## config.mk

```make
export PLATFORM = sky130hd
export DESIGN_NAME = t_minute_hour
export DESIGN_NICKNAME = d
export VERILOG_FILES = /design/src/rtl/t_minute_hour.sv
export SDC_FILE = /design/constraint.sdc
export NUM_CORES = 1
export LEC_CHECK = 0
export ABC_CLOCK_PERIOD_IN_PS = 5400
export BUFFER_PORTS_ARGS = -buffer_cell sky130_fd_sc_hd__buf_4
export CAP_MARGIN = 20
export CORE_MARGIN = 3
export CORE_UTILIZATION = 37
export CTS_CLUSTER_DIAMETER = 120
export CTS_CLUSTER_SIZE = 8
export DETAILED_ROUTE_END_ITERATION = 6
export GPL_TIMING_DRIVEN = 0
export PLACE_DENSITY = 0.58
export SETUP_SLACK_MARGIN = 0.02
export SLEW_MARGIN = 20
export SYNTH_ARGS = -nofsm -noshare
export SYNTH_HDL_FRONTEND = slang
export SYNTH_SLANG_ARGS = --single-unit
```

## constraint.sdc

```tcl
create_clock -name clk50 -period 5.4 [get_ports clk50]
set_clock_uncertainty 0.1 [all_clocks]
set_input_delay 0.81 -clock clk50 [delete_from_list [all_inputs] [get_ports clk50]]
set_output_delay 0.81 -clock clk50 [all_outputs]
set_load 0.1 [all_outputs]
```

## src/rtl/t_minute_hour.sv

```systemverilog
// Minute/hour timekeeping stage: counts seconds-stage carries, supports button
// adjustment of either field, and drives four active-low 7-segment digits.
module t_minute_hour (
    input  logic       clk50,
    input  logic       reset,
    input  logic       sec_carry,
    input  logic       disable_clk,
    input  logic       control1,
    input  logic       control0,
    input  logic       sel,
    output logic [5:0] minute,
    output logic [4:0] hour,
    output logic       equal24,
    output logic [6:0] led_m1,
    output logic [6:0] led_m2,
    output logic [6:0] led_h1,
    output logic [6:0] led_h2
);

    logic [5:0] r_minute;
    logic [4:0] r_hour;
    logic       r_equal24;
    logic       r_carry_q;
    logic       r_armed;
    logic       r_pending;

    logic       w_edge;
    logic       w_adj;
    logic       w_carry;
    logic [7:0] w_m_bcd;
    logic [7:0] w_h_bcd;

    // Active-low segment pattern {g,f,e,d,c,b,a} for one decimal digit
    function automatic logic [6:0] seg7(input logic [3:0] d);
        case (d)
            4'd0:    seg7 = 7'b1000000;
            4'd1:    seg7 = 7'b1111001;
            4'd2:    seg7 = 7'b0100100;
            4'd3:    seg7 = 7'b0110000;
            4'd4:    seg7 = 7'b0011001;
            4'd5:    seg7 = 7'b0010010;
            4'd6:    seg7 = 7'b0000010;
            4'd7:    seg7 = 7'b1111000;
            4'd8:    seg7 = 7'b0000000;
            4'd9:    seg7 = 7'b0010000;
            default: seg7 = 7'b1111111;
        endcase
    endfunction

    // Split a 0..59 value into {tens, units} without a divider
    function automatic logic [7:0] bcd_split(input logic [5:0] v);
        logic [3:0] t;
        logic [5:0] base;
        if (v >= 6'd50) begin
            t = 4'd5; base = 6'd50;
        end else if (v >= 6'd40) begin
            t = 4'd4; base = 6'd40;
        end else if (v >= 6'd30) begin
            t = 4'd3; base = 6'd30;
        end else if (v >= 6'd20) begin
            t = 4'd2; base = 6'd20;
        end else if (v >= 6'd10) begin
            t = 4'd1; base = 6'd10;
        end else begin
            t = 4'd0; base = 6'd0;
        end
        bcd_split = {t, 4'(v - base)};
    endfunction

    assign w_edge  = sec_carry & ~r_carry_q;
    assign w_adj   = ~control1 & r_armed;
    // A queued carry is serviced on the first cycle without an adjust
    assign w_carry = ~disable_clk & (w_edge | r_pending);

    // Field state, carry/button edge tracking and rollover pulse
    always_ff @(posedge clk50 or negedge reset) begin
        if (!reset) begin
            r_minute  <= 6'd0;
            r_hour    <= 5'd0;
            r_equal24 <= 1'b0;
            r_carry_q <= 1'b1;
            r_armed   <= 1'b1;
            r_pending <= 1'b0;
        end else begin
            r_carry_q <= sec_carry;
            r_armed   <= control1;
            r_equal24 <= 1'b0;

            if (w_adj) begin
                if (sel) begin
                    if (control0) r_hour <= (r_hour == 5'd23) ? 5'd0 : r_hour + 5'd1;
                    else          r_hour <= (r_hour == 5'd0) ? 5'd23 : r_hour - 5'd1;
                end else begin
                    if (control0) r_minute <= (r_minute == 6'd59) ? 6'd0 : r_minute + 6'd1;
                    else          r_minute <= (r_minute == 6'd0) ? 6'd59 : r_minute - 6'd1;
                end
            end else if (w_carry) begin
                if (r_minute == 6'd59) begin
                    r_minute <= 6'd0;
                    if (r_hour == 5'd23) begin
                        r_hour    <= 5'd0;
                        r_equal24 <= 1'b1;
                    end else begin
                        r_hour <= r_hour + 5'd1;
                    end
                end else begin
                    r_minute <= r_minute + 6'd1;
                end
            end else begin
                r_minute <= r_minute;
            end

            if (disable_clk)  r_pending <= 1'b0;
            else if (w_adj)   r_pending <= r_pending | w_edge;
            else              r_pending <= 1'b0;
        end
    end

    assign minute  = r_minute;
    assign hour    = r_hour;
    assign equal24 = r_equal24;

    // Display decode straight from the registered fields
    always_comb begin
        w_m_bcd = bcd_split(r_minute);
        w_h_bcd = bcd_split({1'b0, r_hour});
        led_m1  = seg7(w_m_bcd[3:0]);
        led_m2  = seg7(w_m_bcd[7:4]);
        led_h1  = seg7(w_h_bcd[3:0]);
        led_h2  = seg7(w_h_bcd[7:4]);
    end

endmodule
```

==> metrics.txt, run 1 <==
# TYPE chip_impl_metric gauge
chip_impl_metric{name="vias",unit=""} 1983
chip_impl_metric{name="dp_hpwl",unit="um"} 3900
chip_impl_metric{name="fillers",unit=""} 530
chip_impl_metric{name="worst_pin_slew",unit="ns"} 0.694
chip_impl_metric{name="worst-endpoint-required",unit="ns"} 4.49
chip_impl_metric{name="cts.clk_slew.worst_paths",unit="ns"} 0.06
chip_impl_metric{name="routed_wl",unit="um"} 5050
chip_impl_metric{name="final_period_minus_worst_setup_slack",unit="ns"} 5.02
chip_impl_metric{name="synth.avg_cell_area",unit="um2"} 8.09
chip_impl_metric{name="yosys.cell_types.count",unit=""} 62
chip_impl_metric{name="synth_simple_gate_area_share",unit="%"} 20.8
chip_impl_metric{name="timing.final.setup_violations",unit=""} 0
chip_impl_metric{name="fmax",unit="MHz"} 199
chip_impl_metric{name="place.gp.congestion",unit=""} 0.874
chip_impl_metric{name="drive_gt1_share",unit="%"} 29.3
chip_impl_metric{name="fp.dieW",unit="um"} 80.1
chip_impl_metric{name="synth_fa_ha_area_share",unit="%"} 16.1
chip_impl_metric{name="clock-sinks",unit=""} 15
chip_impl_metric{name="final-seq-area",unit="um2"} 379
chip_impl_info{name="outcome",value="complete, no violations"} 1
chip_impl_metric{name="grt_use_total",unit="%"} 16.4
chip_impl_metric{name="post-cts-setup-buffer-count",unit=""} 0
chip_impl_metric{name="layout-area-overhead-vs-synth",unit="%"} 27.2
chip_impl_metric{name="crit_path_max_fanout",unit=""} 11
chip_impl_metric{name="initial_core_utilization",unit="%"} 39.0
chip_impl_metric{name="design.portCount",unit=""} 47
chip_impl_info{name="timing.critical_path.to_type",value="output pin"} 1
chip_impl_info{name="synth_top_flop_cell",value="sky130_fd_sc_hd__dfrtp_1"} 1
chip_impl_metric{name="ys_async_sr_fraction",unit="%"} 100
chip_impl_metric{name="buffer_ports.inserted",unit=""} 45
chip_impl_metric{name="slew_violations",unit=""} 0
chip_impl_metric{name="die-area",unit="mm2"} 0.00641
chip_impl_metric{name="antenna-diode-count",unit=""} 0
chip_impl_metric{name="worst_path_largest_cell_delay",unit="ns"} 0.54
chip_impl_metric{name="clockBufferDepth",unit=""} 2
chip_impl_info{name="crit_chain",value="inv_1 -> ha_1 -> or2_2 -> o22ai_1 -> a32oi_1 -> o21a_1 -> ha_1 -> fa_1 -> clkbuf_1 -> inv_1 -> nor4_1 -> a211oi_2 -> buf_4"} 1
chip_impl_info{name="tritoncts_clock_tree",value="done"} 1
chip_impl_metric{name="multiInputGateArea",unit="mm2"} 0.00156
chip_impl_info{name="worst_path_max_delay_cell",value="sky130_fd_sc_hd__nor4_1"} 1
chip_impl_metric{name="post_synth_inst_count",unit=""} 251
chip_impl_metric{name="finalHoldViolCount",unit=""} 0
chip_impl_metric{name="setup_total_negative_slack",unit="ns"} 0
chip_impl_info{name="clockRootBuffer",value="sky130_fd_sc_hd__clkbuf_8"} 1
chip_impl_metric{name="synth_compound_gate_area_share",unit="%"} 28.5
chip_impl_metric{name="cts_htree_levels",unit=""} 1
chip_impl_metric{name="fp-row-count",unit=""} 26
chip_impl_metric{name="reg2reg_slack",unit="ns"} 3.44
chip_impl_metric{name="grt_pass1_wl",unit="um"} 8690
chip_impl_info{name="hold_path.class",value="input port to asynchronous set/reset pin"} 1
chip_impl_metric{name="cts-resized-gates",unit=""} 0
chip_impl_info{name="r2r_start",value="r_armed$_DFF_PN1_"} 1
chip_impl_info{name="worstSetupPathType",value="register to output pin"} 1
chip_impl_metric{name="synth_net_count",unit=""} 283
chip_impl_metric{name="clk_latency_worst_skew_pair",unit="ns"} 0.25
chip_impl_metric{name="ys_ff_latch",unit=""} 15
chip_impl_metric{name="timing.critical_path.arrival",unit="ns"} 4.11
chip_impl_metric{name="detail_route.vias_per_cell",unit=""} 5.36
chip_impl_metric{name="detail_route.iter0.violations",unit=""} 130
chip_impl_metric{name="post_synth_mux_area_share",unit="%"} 2.22
chip_impl_metric{name="grt_antenna_before_repair",unit=""} 0
chip_impl_metric{name="drv.max_cap_violation_count",unit=""} 0
chip_impl_info{name="rsz0062_at_grt",value="false"} 1
chip_impl_metric{name="synth-warning-count",unit=""} 0
chip_impl_metric{name="first_pass_iters",unit=""} 4
chip_impl_metric{name="drc",unit=""} 0
chip_impl_info{name="reg2reg_to",value="minute[4]$_DFFE_PN0P_"} 1
chip_impl_metric{name="cts_hold_buffers",unit=""} 0
chip_impl_metric{name="final_layout_net_count",unit=""} 333
chip_impl_metric{name="drtAntennaViolNets",unit=""} 0
chip_impl_metric{name="slew_headroom",unit="%"} 53.3
chip_impl_metric{name="reg2regPathDepth",unit=""} 6
chip_impl_metric{name="synth_xor_area_share",unit="%"} 5.05
chip_impl_metric{name="finish.utilization",unit="%"} 49.6
chip_impl_metric{name="mappedNetlistArea",unit="mm2"} 0.00203
chip_impl_metric{name="post-route-period-util",unit="%"} 92.9
chip_impl_metric{name="fp.coreArea",unit="mm2"} 0.00520
chip_impl_metric{name="cts_buffers",unit=""} 3
chip_impl_info{name="dominant_combinational_cell_family_by_area_after_synthesis",value="compound AO/OA/AOI/OAI gates"} 1
chip_impl_info{name="timing.critical_path.from_type",value="register"} 1
chip_impl_metric{name="via_count_of_the_first_global_routing_pass",unit=""} 1888
chip_impl_metric{name="synth_enable_flop_cells",unit=""} 0
chip_impl_metric{name="yosysSeqAreaShare",unit="%"} 18.6
chip_impl_metric{name="globalRoute.totalOverflow",unit=""} 0
chip_impl_metric{name="drt-wirelength-per-cell",unit="um"} 13.6
chip_impl_metric{name="grt_start_max_net_pins",unit=""} 16
chip_impl_metric{name="dieHeight",unit="um"} 80.1
through the flow:
step	area [um2]	hold slack [ns]	instances	worst slack, ns
detailed placement	2540	0.496	366	0.665
CTS	2580	0.307	370	0.385
global placement	2540	0.488	366	0.680
floorplan	2110	0.414	251	-0.367
finish	2580	0.306	370	0.382
global route	2580	0.305	370	0.135
area by class of cell:
cell class                 instances  share of cell area [%]
buffer                            17                    3.92
tap                               70                    3.39
inverter                          19                    2.76
multi-input combinational        200                    60.4
clock buffer                       4                    1.74
timing repair buffer              45                    13.1
sequential                        15                    14.7
critical path: cells and delay by family (launching register included):
kind | cells | cell delay (ns)
adders and majority gates | 3 | 0.95
DFF | 1 | 0.49
AOI/OAI and AO/OA | 4 | 0.52
buffers and inverters | 4 | 1.08
and+or+nand+nor | 2 | 0.82
logic make-up after synthesis:
| kind of cell | after synthesis |
|---|---|
| other | 1 |
| buffers and inverters | 36 |
| DFF | 15 |
| muxes | 4 |
| and+or+nand+nor | 80 |
| AOI/OAI and AO/OA | 82 |
| adders and majority gates | 25 |
| xor gates and xnor gates | 8 |
how the worst max path moves through the flow:
stage | endpoint | start | cells past startpoint
after global routing | led_m1[3] | minute[0]$_DFFE_PN0P_ | 13
after detailed placement | led_m1[3] | minute[0]$_DFFE_PN0P_ | 13
after CTS | led_m1[3] | minute[0]$_DFFE_PN0P_ | 13
final | led_m1[3] | minute[0]$_DFFE_PN0P_ | 13
after floorplan | led_h1[1] | hour[4]$_DFFE_PN0P_ | 9
after global placement | led_m1[3] | minute[0]$_DFFE_PN0P_ | 13
registers in the layout, indices dropped and copies added (netlist names):
signal     cells
equal24        1
hour           5
minute         6
r_armed        1
r_carry_q      1
r_pending      1
cells in the final DEF, fill, tap and decap left out, drive strengths merged, types with 2 or more instances in the layout:
cell type,n
buf,56
ha,23
nor2,23
o21ai,22
inv,19
a21oi,19
nand2,14
dfrtp,13
clkbuf,10
nor3,8
a31oi,7
xnor2,6
and3,6
nand3,5
nor4,5
o31ai,5
o22ai,5
nor2b,4
o21a,4
a211oi,4
mux2i,3
nand2b,3
a32oi,2
a311oi,2
nor3b,2
fa,2
dfstp,2
or2,2
o211a,2
cells in the mapped netlist (all sizes together), types with 3 or more instances:
cell / number / share of area [%]
o31ai: 5 / 1.8
nor4: 5 / 1.5
mux2i: 3 / 1.5
a21oi: 19 / 5.1
nor2b: 4 / 1.2
nand2b: 3 / 0.92
a31oi: 7 / 2.2
dfrtp: 13 / 16
nand3: 5 / 1.2
a211oi: 4 / 1.5
o21a: 4 / 1.8
and3: 6 / 1.9
o22ai: 5 / 2.2
buf: 11 / 3.9
xnor2: 6 / 2.6
ha: 23 / 14
inv: 19 / 3.5
o21ai: 22 / 5.6
nand2: 14 / 2.6
nor2: 23 / 4.3
clkbuf: 6 / 1.1
nor3: 8 / 2.5
per-layer routing:
metal | global-route usage (%) | part of all wire (%) | wire (um) | up-vias
li1 | - | - | - | 1008
met1 | 22.7 | 48 | 2440 | 937
met2 | 26.8 | 47 | 2370 | 36
met3 | 2.80 | 4.3 | 217 | 2
met4 | 3.21 | 0.48 | 24 | 0
met5 | 0 | 0 | 0 | -
Power of run 1 is left out: the tool's default activity adds up to more than one toggle a clock period on the data nets, which glitch-free logic cannot reach.
==> run 2: changes to the inputs <==
REMOVE_ABC_BUFFERS = 1   (was default)
==> run 2 against run 1 <==
Against the previous run:
- sequential share of layout area rose by 1.0 points
- maximum frequency rose by 1.3%
- routed wire length fell by 6.3%
- sequential cell count did not move
- die area did not move
- cell count fell by 4.6%
- register-to-register slack got worse by 0.14 ns
- final area fell by 6.9%
- worst setup slack improved by 0.065 ns
- non-clock buffer count fell by 17
- first-iteration DRC count fell by 42%
==> metrics.txt, run 2 (synthesis gave the netlist of run 1 again) <==
# TYPE chip_impl_metric gauge
chip_impl_info{name="outcome",value="complete, no violations"} 1
chip_impl_metric{name="antenna-diode-count",unit=""} 0
chip_impl_metric{name="routed_wl",unit="um"} 4730
chip_impl_metric{name="grt_start_max_net_pins",unit=""} 20
chip_impl_metric{name="final_layout_net_count",unit=""} 316
chip_impl_metric{name="cts_hold_buffers",unit=""} 0
chip_impl_metric{name="cts.clk_slew.worst_paths",unit="ns"} 0.06
chip_impl_metric{name="detail_route.iter0.violations",unit=""} 75
chip_impl_metric{name="number_of_flip_flops_in_the_largest_register",unit=""} 6
chip_impl_metric{name="timing.critical_path.arrival",unit="ns"} 4.04
chip_impl_metric{name="final_period_minus_worst_setup_slack",unit="ns"} 4.95
chip_impl_info{name="hold_path.class",value="input port to asynchronous set/reset pin"} 1
chip_impl_metric{name="vias",unit=""} 1942
chip_impl_info{name="clockRootBuffer",value="sky130_fd_sc_hd__clkbuf_8"} 1
chip_impl_metric{name="place.gp.congestion",unit=""} 0.822
chip_impl_metric{name="finalHoldViolCount",unit=""} 0
chip_impl_metric{name="grt_pass1_wl",unit="um"} 8350
chip_impl_metric{name="slew_headroom",unit="%"} 46.1
chip_impl_metric{name="clk_latency_worst_skew_pair",unit="ns"} 0.25
chip_impl_metric{name="layout_cells_excl_fill",unit=""} 353
chip_impl_metric{name="drtAntennaViolNets",unit=""} 0
chip_impl_metric{name="worst-endpoint-required",unit="ns"} 4.49
chip_impl_info{name="worstSetupPathType",value="register to output pin"} 1
chip_impl_metric{name="crit_path_max_fanout",unit=""} 11
chip_impl_metric{name="worst_pin_slew",unit="ns"} 0.808
chip_impl_metric{name="clock-sinks",unit=""} 15
chip_impl_metric{name="finalInstanceArea",unit="mm2"} 0.00241
chip_impl_metric{name="drv.max_cap_violation_count",unit=""} 0
chip_impl_metric{name="initial_core_utilization",unit="%"} 39.0
chip_impl_metric{name="drt-wirelength-per-cell",unit="um"} 13.4
chip_impl_metric{name="setup_total_negative_slack",unit="ns"} 0
chip_impl_info{name="layout_common_cells",value="45 x sky130_fd_sc_hd__buf_4, 23 x sky130_fd_sc_hd__nor2_1, 23 x sky130_fd_sc_hd__ha_1, 21 x sky130_fd_sc_hd__o21ai_0, 19 x sky130_fd_sc_hd__inv_1"} 1
chip_impl_metric{name="grt_use_total",unit="%"} 15.6
chip_impl_info{name="most_common_library_cell_in_the_layout_ignoring_fill_and_taps",value="sky130_fd_sc_hd__buf_4"} 1
chip_impl_metric{name="clockBufferDepth",unit=""} 2
chip_impl_metric{name="drive_gt1_share",unit="%"} 24.0
chip_impl_metric{name="dp_hpwl",unit="um"} 3560
chip_impl_metric{name="fillers",unit=""} 560
chip_impl_metric{name="detail_route.vias_per_cell",unit=""} 5.50
chip_impl_metric{name="fp.coreArea",unit="mm2"} 0.00520
chip_impl_metric{name="layout-area-overhead-vs-synth",unit="%"} 18.5
chip_impl_metric{name="placedInstanceArea",unit="mm2"} 0.00236
chip_impl_metric{name="buffer_ports.inserted",unit=""} 45
chip_impl_metric{name="timing.final.setup_violations",unit=""} 0
chip_impl_metric{name="cts_buffers",unit=""} 3
chip_impl_metric{name="cts_htree_levels",unit=""} 1
chip_impl_metric{name="dieHeight",unit="um"} 80.1
chip_impl_metric{name="grt_antenna_before_repair",unit=""} 0
chip_impl_metric{name="post-route-period-util",unit="%"} 91.7
chip_impl_info{name="rsz0062_at_grt",value="false"} 1
chip_impl_metric{name="via_count_of_the_first_global_routing_pass",unit=""} 1807
chip_impl_metric{name="fp.dieW",unit="um"} 80.1
chip_impl_metric{name="cts-resized-gates",unit=""} 0
chip_impl_metric{name="die-area",unit="mm2"} 0.00641
chip_impl_info{name="timing.critical_path.to_type",value="output pin"} 1
chip_impl_metric{name="drc",unit=""} 0
chip_impl_metric{name="globalRoute.totalOverflow",unit=""} 0
chip_impl_metric{name="design.portCount",unit=""} 47
chip_impl_metric{name="slew_violations",unit=""} 0
chip_impl_metric{name="post-cts-setup-buffer-count",unit=""} 0
chip_impl_info{name="timing.critical_path.from_type",value="register"} 1
chip_impl_metric{name="place_inst",unit=""} 349
chip_impl_metric{name="fmax",unit="MHz"} 202
chip_impl_info{name="tritoncts_clock_tree",value="done"} 1
chip_impl_metric{name="fp-row-count",unit=""} 26
chip_impl_metric{name="first_pass_iters",unit=""} 4
[run 2: cell count changes in the layout (fill, tap and decap cells not counted), sizes merged]
cell	before	now
clkinv	0	1
buf	56	45
clkbuf	10	3
[run 2: final timing paths]
kind                                       start             endpoint  slack, ns  cells past startpoint
min                                        reset    equal24$_DFF_PN0_       0.31                      1
max                        minute[0]$_DFFE_PN0P_            led_m1[5]       0.45                     13
min in group clk50             r_armed$_DFF_PN1_  r_pending$_DFF_PN0_       0.52                      2
max in group asynchronous                  reset    r_armed$_DFF_PN1_       4.65                      1
min reg2reg                    r_armed$_DFF_PN1_  r_pending$_DFF_PN0_       0.52                      2
max reg2reg                minute[4]$_DFFE_PN0P_  hour[4]$_DFFE_PN0P_       3.30                      5
[run 2: critical path, stage by stage, from the launching register on]
cell and delay (ns):
sky130_fd_sc_hd__dfrtp_1 0.56, sky130_fd_sc_hd__inv_1 0.22, sky130_fd_sc_hd__ha_1 0.28, sky130_fd_sc_hd__or2_2 0.28, sky130_fd_sc_hd__o22ai_1 0.11, sky130_fd_sc_hd__a32oi_1 0.14, sky130_fd_sc_hd__o21a_1 0.18, sky130_fd_sc_hd__ha_1 0.20
sky130_fd_sc_hd__fa_1 0.37, sky130_fd_sc_hd__xnor2_1 0.49, sky130_fd_sc_hd__nor3_4 0.12, sky130_fd_sc_hd__o211a_4 0.28, sky130_fd_sc_hd__a311oi_2 0.23, sky130_fd_sc_hd__buf_4 0.32
[run 2: metrics by stage]
stage / hold WS [ns] / util (%) / setup WS, ns
4_1_cts: 0.310 / 46.2 / 0.428
3_3_place_gp: 0.492 / 45.2 / 0.739
2_1_floorplan: 0.414 / - / -1.40
3_5_place_dp: 0.516 / 45.3 / 0.695
5_1_grt: 0.315 / 46.2 / 0.174
6_report: 0.308 / 46.2 / 0.448
[run 2: per-layer routing]
| metal | global-route usage (%) | vias up | part of all wire [%] |
|---|---|---|---|
| met1 | 20.5 | 915 | 47 |
| met2 | 26.7 | 50 | 47 |
| li1 | - | 973 | - |
| met3 | 2.35 | 4 | 4.9 |
| met4 | 3.89 | 0 | 0.53 |
| met5 | 0 | - | 0 |
[run 2: cell type report]
type | instances | area, um2 | area share [%]
inverters | 19 | 71.3 | 2.96
clock buffers | 3 | 41.3 | 1.72
flip-flops and latches | 15 | 378 | 15.7
repair buffers | 45 | 338 | 14.0
well taps | 70 | 87.6 | 3.64
clock inverters | 1 | 5.00 | 0.208
multi-input cells | 200 | 1490 | 61.7
Power of run 2 is left out for the same reason.
